--- src/rtl/fetch_stage.sv ---
// Instruction-fetch stage: holds the PC, fills the IF/ID register and predicts
// branches with a direct-mapped BTB of 2-bit saturating counters.
module fetch_stage #(
    parameter int unsigned     XLEN        = 32,
    parameter int unsigned     BTB_ENTRIES = 16,
    parameter logic [XLEN-1:0] RESET_PC    = '0
) (
    input  logic            clk,
    input  logic            reset,
    output logic [XLEN-1:0] imem_addr,
    input  logic [31:0]     imem_rdata,
    input  logic            stall,
    input  logic            redirect,
    input  logic [XLEN-1:0] redirect_pc,
    input  logic            upd_valid,
    input  logic [XLEN-1:0] upd_pc,
    input  logic            upd_taken,
    input  logic [XLEN-1:0] upd_target,
    output logic            id_valid,
    output logic [XLEN-1:0] id_pc,
    output logic [31:0]     id_instr,
    output logic            id_pred_taken,
    output logic [XLEN-1:0] id_pred_target
);

    localparam int unsigned IDX   = $clog2(BTB_ENTRIES);
    localparam int unsigned TAG_W = XLEN - IDX - 2;
    localparam logic [31:0] NOP   = 32'h0000_0013;

    logic [XLEN-1:0]        pc_q, pc_d;
    logic                   id_valid_q, id_valid_d;
    logic [XLEN-1:0]        id_pc_q, id_pc_d;
    logic [31:0]            id_instr_q, id_instr_d;
    logic                   id_pred_taken_q, id_pred_taken_d;
    logic [XLEN-1:0]        id_pred_target_q, id_pred_target_d;

    logic [BTB_ENTRIES-1:0] btb_valid_q, btb_valid_d;
    logic [TAG_W-1:0]       btb_tag_q    [BTB_ENTRIES];
    logic [TAG_W-1:0]       btb_tag_d    [BTB_ENTRIES];
    logic [XLEN-1:0]        btb_target_q [BTB_ENTRIES];
    logic [XLEN-1:0]        btb_target_d [BTB_ENTRIES];
    logic [1:0]             btb_ctr_q    [BTB_ENTRIES];
    logic [1:0]             btb_ctr_d    [BTB_ENTRIES];

    logic [IDX-1:0]         lk_idx;
    logic [TAG_W-1:0]       lk_tag;
    logic                   lk_hit;
    logic                   pred_taken_c;
    logic [XLEN-1:0]        pred_target_c;
    logic [XLEN-1:0]        next_pc_c;

    logic [IDX-1:0]         up_idx;
    logic [TAG_W-1:0]       up_tag;
    logic                   up_hit;

    assign imem_addr      = pc_q;
    assign id_valid       = id_valid_q;
    assign id_pc          = id_pc_q;
    assign id_instr       = id_instr_q;
    assign id_pred_taken  = id_pred_taken_q;
    assign id_pred_target = id_pred_target_q;

    // BTB lookup on the current fetch PC (sees pre-update contents)
    always_comb begin
        lk_idx        = pc_q[IDX+1:2];
        lk_tag        = pc_q[XLEN-1:IDX+2];
        lk_hit        = btb_valid_q[lk_idx] && (btb_tag_q[lk_idx] == lk_tag);
        pred_taken_c  = lk_hit && btb_ctr_q[lk_idx][1];
        pred_target_c = pred_taken_c ? btb_target_q[lk_idx] : '0;
        next_pc_c     = pred_taken_c ? btb_target_q[lk_idx] : pc_q + XLEN'(4);
    end

    // PC and IF/ID next state: redirect beats stall beats advance
    always_comb begin
        pc_d             = pc_q;
        id_valid_d       = id_valid_q;
        id_pc_d          = id_pc_q;
        id_instr_d       = id_instr_q;
        id_pred_taken_d  = id_pred_taken_q;
        id_pred_target_d = id_pred_target_q;
        if (redirect) begin
            pc_d       = {redirect_pc[XLEN-1:2], 2'b00};
            id_valid_d = 1'b0;
        end else if (!stall) begin
            pc_d             = next_pc_c;
            id_valid_d       = 1'b1;
            id_pc_d          = pc_q;
            id_instr_d       = imem_rdata;
            id_pred_taken_d  = pred_taken_c;
            id_pred_target_d = pred_target_c;
        end
    end

    // BTB training from EX, independent of stall/redirect
    always_comb begin
        up_idx       = upd_pc[IDX+1:2];
        up_tag       = upd_pc[XLEN-1:IDX+2];
        up_hit       = btb_valid_q[up_idx] && (btb_tag_q[up_idx] == up_tag);
        btb_valid_d  = btb_valid_q;
        btb_tag_d    = btb_tag_q;
        btb_target_d = btb_target_q;
        btb_ctr_d    = btb_ctr_q;
        for (int unsigned i = 0; i < BTB_ENTRIES; i++) begin
            if (upd_valid && (up_idx == IDX'(i))) begin
                if (up_hit) begin
                    if (upd_taken) begin
                        if (btb_ctr_q[i] != 2'b11) begin
                            btb_ctr_d[i] = btb_ctr_q[i] + 2'd1;
                        end
                        btb_target_d[i] = upd_target;
                    end else if (btb_ctr_q[i] != 2'b00) begin
                        btb_ctr_d[i] = btb_ctr_q[i] - 2'd1;
                    end
                end else if (upd_taken) begin
                    btb_valid_d[i]  = 1'b1;
                    btb_tag_d[i]    = up_tag;
                    btb_target_d[i] = upd_target;
                    btb_ctr_d[i]    = 2'b10;
                end
            end
        end
    end

    always_ff @(posedge clk or posedge reset) begin
        if (reset) begin
            pc_q             <= RESET_PC;
            id_valid_q       <= 1'b0;
            id_pc_q          <= '0;
            id_instr_q       <= NOP;
            id_pred_taken_q  <= 1'b0;
            id_pred_target_q <= '0;
            btb_valid_q      <= '0;
            for (int unsigned i = 0; i < BTB_ENTRIES; i++) begin
                btb_tag_q[i]    <= '0;
                btb_target_q[i] <= '0;
                btb_ctr_q[i]    <= 2'b01;
            end
        end else begin
            pc_q             <= pc_d;
            id_valid_q       <= id_valid_d;
            id_pc_q          <= id_pc_d;
            id_instr_q       <= id_instr_d;
            id_pred_taken_q  <= id_pred_taken_d;
            id_pred_target_q <= id_pred_target_d;
            btb_valid_q      <= btb_valid_d;
            for (int unsigned i = 0; i < BTB_ENTRIES; i++) begin
                btb_tag_q[i]    <= btb_tag_d[i];
                btb_target_q[i] <= btb_target_d[i];
                btb_ctr_q[i]    <= btb_ctr_d[i];
            end
        end
    end

endmodule

--- config.mk ---
export PLATFORM = sky130hd
export DESIGN_NAME = fetch_stage
export DESIGN_NICKNAME = d
export VERILOG_FILES = /design/src/rtl/fetch_stage.sv
export SDC_FILE = /design/constraint.sdc
export NUM_CORES = 2
export LEC_CHECK = 0
export BUFFER_PORTS_ARGS = -buffer_cell sky130_fd_sc_hd__buf_4
export CAP_MARGIN = 10
export CORE_ASPECT_RATIO = 1.1
export CORE_MARGIN = 2
export CORE_UTILIZATION = 55
export CTS_CLUSTER_DIAMETER = 30
export DETAILED_ROUTE_END_ITERATION = 16
export PLACE_DENSITY = 0.73
export SYNTH_ARGS = -nofsm -noshare
export SYNTH_HDL_FRONTEND = slang
export SYNTH_SLANG_ARGS = --single-unit
--- constraint.sdc ---
create_clock -name clk -period 34.3 [get_ports clk]
set_input_delay 0 -clock clk [delete_from_list [all_inputs] [get_ports clk]]
set_output_delay 0 -clock clk [all_outputs]
set_load 0.05 [all_outputs]
* After elaboration in Yosys (flattened, before gate mapping)
Index checks and enable logic that the tools add are counted.
Cells by class: reduce and logical (&&, ||, !) cells 102, magnitude comparators 4, add/sub/neg operators 33, bitwise gates (word level) 5, equal/unequal tests 50, mux-type cells 87
Operators by type and width (count):
- $bmux W26 S4 | 2
- $mux W32 | 6
- $mux W2 | 67
- $bmux W32 S4 | 1
- $mux W26 | 4
- $reduce_bool A2 Y1 | 33
- $reduce_and A4 Y1 | 16
- $eq A26 B26 Y1 | 2
- $ne A3 B2 Y1 const B | 16
- $reduce_and A3 Y1 | 16
- $reduce_and A2 Y1 | 17
- $add A2 B1 Y2 const B | 16
- $add A32 B3 Y32 const B | 1
- $eq A4 B4 Y1 const B | 8
- $ne A2 B2 Y1 const B | 16
- $sub A2 B1 Y2 const B | 16
- $logic_and A1 B1 Y1 | 19
- $eq A4 B3 Y1 const B | 4
- $ge A5 B5 Y1 const B | 2
- $lt A4 B5 Y1 const B | 2
- $not A4 Y5 | 2
- $bmux W1 S4 | 2
- $bmux W2 S4 | 1
- $eq A4 B2 Y1 const B | 2
- 5 further kinds | 10
Storage, ports and cells: register bits 1106, output and inout port bits 130

* Longest topological paths before layout
depth in word-level cells 10, mapped depth 18, gate-level depth less buffers 9

* Worst setup path after synthesis
No wires, ideal clock.
kind register -> register, start register pc_q[2], in the netlist imem_addr[2], end register pc_q[27], in the netlist imem_addr[27], cell stages (with the launch flop) 13, path slack 30.434 ns, clock period less this slack 3.866 ns, arrival 3.740 ns, setup time 0.126 ns, cells stage by stage dfrtp_1 > buf_2 > buf_6 > buf_4 > buf_4 > buf_4 > buf_2 > clkbuf_1 > buf_1 > mux4_2 > mux4_2 > nand3_1 > nand3_1
Between the ends: longest elaborated chain between the ends 10, elaborated cells on any way between the ends 19, classes of those cells 1 x add/sub; 1 x eq/ne; 14 x mux; 1 x bitwise; 2 x reduce/logical
Ends and longest elaborated chain:
- start, declared | line 30 | logic [XLEN-1:0] pc_q, pc_d;
- start signal, assigned | line 139 | pc_q <= pc_d;
- $not A4 Y5 (not written as such) | line 67, 68, 70
- $bmux W26 S4 | line 67 | lk_hit = btb_valid_q[lk_idx] && (btb_tag_q[lk_idx] == lk_tag);
- $mux W26 (not written as such) (2 in a row) | line 67
- $eq A26 B26 Y1 | line 67
- $logic_and A1 B1 Y1 | line 67
- $logic_and A1 B1 Y1 | line 68 | pred_taken_c = lk_hit && btb_ctr_q[lk_idx][1];
- $mux W32 (*) | line 70 | next_pc_c = pred_taken_c ? btb_target_q[lk_idx] : pc_q + XLEN'(4);
- $mux W32 (*) | line 84 | end else if (!stall) begin
- $mux W32 (*) | line 81 | if (redirect) begin
Every way passes the cells marked *; elsewhere a longest branch is shown, timed or not. The select of a mux whose other input is x is not followed. A chain may end at the register's enable or synchronous reset.

* Worst setup path in the final report
start register pc_q[2], in the netlist imem_addr[2], end register pc_q[14], in the netlist imem_addr[14]
Same word-level chain as after synthesis.

==> out/summary.json <==
{
  "final_layout": {
    "num-nets-final": 4633,
    "final_cell_mix": "dfrtp_1 (1083), mux2_2 (813), nand2_1 (377), buf_4 (328), mux4_2 (324)",
    "postLayoutCoreUtil": 0.688,
    "final.fill_count": 6458,
    "synthToLayoutAreaGrowth_pct": 23.9,
    "post_layout_inst_area_um2": 69300,
    "drive_gt1_frac": 0.448,
    "final_common_cell": "dfrtp_1"
  },
  "yosys": {
    "synth.yosys.seq_area_share": 0.495,
    "per_instance_average_area_after_synthesis_um2": 13.8,
    "postSynth.topFlopCell": "dfrtp_1",
    "synth-seq-cells": 1106,
    "edff_count_synth": 0,
    "synthesis.yosys.warnings": 0,
    "post_synth_num_cell_types": 78,
    "async_set_or_reset_flop_fraction_in_the_synthesized_netlist": 1.00,
    "post_synth_inst_count": 4045,
    "synth_nets": 4180,
    "synth.cell_area_um2": 55900
  },
  "placed_design": {
    "place_area_um2": 58600,
    "io_buffers": 259,
    "finalWeightedCongestion": 0.973,
    "half_perimeter_wire_length_after_detailed_placement_um": 101000
  },
  "worst_setup_path": {
    "cp_max_fo": 98,
    "startpoint_type": "register",
    "crit_type": "register to register",
    "worstPathArrival_ps": 8080,
    "setup.worst_path.end_class": "register",
    "crit_required_ps": 34960
  },
  "die": {
    "num_rows": 122,
    "overall_die_area_um2": 104000,
    "floorplan.core_area_um2": 101000,
    "boundaryPins": 264,
    "dieWidth_um": 308,
    "die_height_um": 338,
    "initial_utilization": 0.555
  },
  "clock_network": {
    "path_clk_slew_ps": 50,
    "cts_hold_repair.buffers": 234,
    "clock-root-buffer": "clkbuf_16",
    "post_cts_buffers": 0,
    "cts-htree-levels": 4,
    "clock_sinks": 1106,
    "clock_latency_ps": 830,
    "cts.path.max_buffers": 3,
    "cts_buffer_count": 228,
    "cts_tree": "built",
    "post_cts_resized": 0
  },
  "routing": {
    "post-route-drc-count": 0,
    "vias": 39500,
    "initialDrtViolationCount": 4855,
    "drt_first_pass_iters": 6,
    "viasPerCell": 6.57,
    "postRouteWirelength_um": 179000,
    "number_of_routed_nets_with_antenna_violations": 0,
    "wl_per_cell_um": 29.7
  },
  "power_and_ir_drop": {
    "share_comb_of_total_power": 0.193,
    "share_clk_of_total_power": 0.465,
    "power-per-cell-area_nw_per_um2": 73.0,
    "power.share.sequential": 0.342,
    "p_leak_nw": 30.9,
    "peakVddDrop_mv": 0.0679,
    "switching_share": 0.287,
    "fin_total_pwr_mw": 5.05,
    "p_switching_mw": 1.45,
    "power_report.internal_total_mw": 3.61
  },
  "timing": {
    "timing.final.crit_share": 0.216,
    "timing.fmax_mhz": 135,
    "final-max-slew-violation-count": 0,
    "final_hold_viol_count": 0,
    "totalNegativeSetupSlack_ps": 0,
    "skew_ps": 43.7,
    "timing.max_slew.rel_slack": 0.278,
    "finalSetupViolCount": 0,
    "finalWorstPathRequiredPeriod_ps": 7420,
    "tightest_slew_ps": 1080,
    "grt_setup_unrepaired": "no"
  },
  "grt": {
    "globalRouteTotalUtil": 0.345,
    "maximum_number_of_pins_on_one_net_before_global_route_repair": 170,
    "grt_pass1_vias": 41700,
    "grt_pass1_wl_um": 268000,
    "number_of_antenna_violations_at_the_first_check_in_global_routing": 16,
    "gr-total-overflow": 0
  },
  "status": {
    "run_status": "completed"
  },
  "job": {
    "max_cap_violations": 0
  },
  "worst_hold_path": {
    "hold_wc_path_type": "primary input to register"
  }
}
-- power groups by stage --
stage | clock network [mW] | logic (mW) | registers (mW)
6_report | 2.35 | 0.975 | 1.73
3_5_place_dp | 0 | 0.923 | 1.74
5_1_grt | 2.43 | 1.02 | 1.76
2_1_floorplan | 0 | 0.645 | 1.72
4_1_cts | 2.35 | 0.958 | 1.72
3_3_place_gp | 0 | 0.905 | 1.72
-- stage by stage --
stage / worst slack (ps) / instances / hold WS (ps)
3_3_place_gp: 27550 / 5336 / 191
2_1_floorplan: 3190 / 4045 / 83.2
5_1_grt: 26460 / 6006 / 59.1
6_report: 26880 / 6015 / 93.7
3_5_place_dp: 27530 / 5336 / 193
4_1_cts: 26940 / 6003 / 13.3
-- sequential cells by signal, indices dropped and copies added, names as in the netlist --
name / flops
id_pc: 32
id_pred_target: 32
id_instr: 32
btb_ctr_q: 32
id_valid: 1
btb_target_q: 512
btb_tag_q: 416
id_pred_taken: 1
btb_valid_q: 16
imem_addr: 32
-- cell families (layout without fill, tap and decap cells) --
family	Yosys count	in the layout	synth area share
AND/OR/NAND/NOR	707	707	0.0587
other	0	12	0
XOR/XNOR	62	62	0.00971
adder cells (fa/ha/maj)	1	1	0.000224
flip-flops	1106	1106	0.495
AO/OA/AOI/OAI	341	341	0.0427
buffers and inverters	396	1052	0.0342
multiplexers	1432	1432	0.359
-- worst max-delay path, stage by stage, from the launching register on --
cell and delay (ps):
dfrtp_4 870, buf_4 770, buf_12 640, buf_4 730, mux4_2 640, nor2_1 110
nor4_1 90, or4_1 570, nor4_1 520, nand4bb_1 310, nor3_2 180, buf_4 580
mux2i_1 260, o221ai_1 160, dlygate4sd3_1 680
-- cell type report --
cell class / count / area, um^2 / share of cell area
flip-flops and latches: 1106 / 27700 / 0.400
clock buffers: 266 / 6050 / 0.0873
well taps: 1302 / 1630 / 0.0235
multi-input cells: 2543 / 26500 / 0.382
diodes: 12 / 30.0 / 0.000433
clock inverters: 167 / 2260 / 0.0326
repair buffers: 568 / 4910 / 0.0708
inverters: 51 / 201 / 0.00291
-- path summary, 6_finish.rpt --
path | start | to | slack, ps | cells after the start
hold / removal | upd_target[26] | btb_target_q[26] | 90 | 3
max in group asynchronous | reset | imem_addr[3] | 30300 | 7
hold reg to reg | id_instr[4] | id_instr[4] | 460 | 2
min in group asynchronous | reset | btb_target_q[64] | 560 | 4
setup / recovery | imem_addr[2] | imem_addr[14] | 26880 | 14
setup reg to reg | imem_addr[2] | imem_addr[14] | 26880 | 14
-- synth_stat cells, drive strengths merged (12+ instances only) --
cell type | n | share of area
dfrtp | 1087 | 0.49
mux2 | 946 | 0.20
nand2 | 378 | 0.025
mux4 | 324 | 0.13
clkbuf | 215 | 0.014
mux2i | 162 | 0.029
buf | 130 | 0.016
nor2 | 84 | 0.0062
o21ai | 64 | 0.0057
nand3 | 63 | 0.0056
nor3 | 57 | 0.0065
a21oi | 53 | 0.0047
inv | 51 | 0.0034
xnor2 | 46 | 0.0072
a22oi | 39 | 0.0052
a22o | 23 | 0.0036
and3 | 21 | 0.0024
nor2b | 21 | 0.0024
dfstp | 19 | 0.0089
o221ai | 18 | 0.0028
or2 | 18 | 0.0020
o22ai | 16 | 0.0018
xor2 | 16 | 0.0025
o21a | 15 | 0.0020
nand2b | 14 | 0.0016
a31oi | 13 | 0.0015
o311ai | 12 | 0.0019
-- metal layers --
| metal | global-route usage | routed length, um | vias up |
|---|---|---|---|
| met5 | 0 | 110 | - |
| met4 | 0.221 | 12700 | 16 |
| met3 | 0.0850 | 15500 | 740 |
| met2 | 0.528 | 83200 | 2192 |
| met1 | 0.441 | 67100 | 20600 |
| li1 | - | - | 16000 |
(Power assumes the default switching activity.)
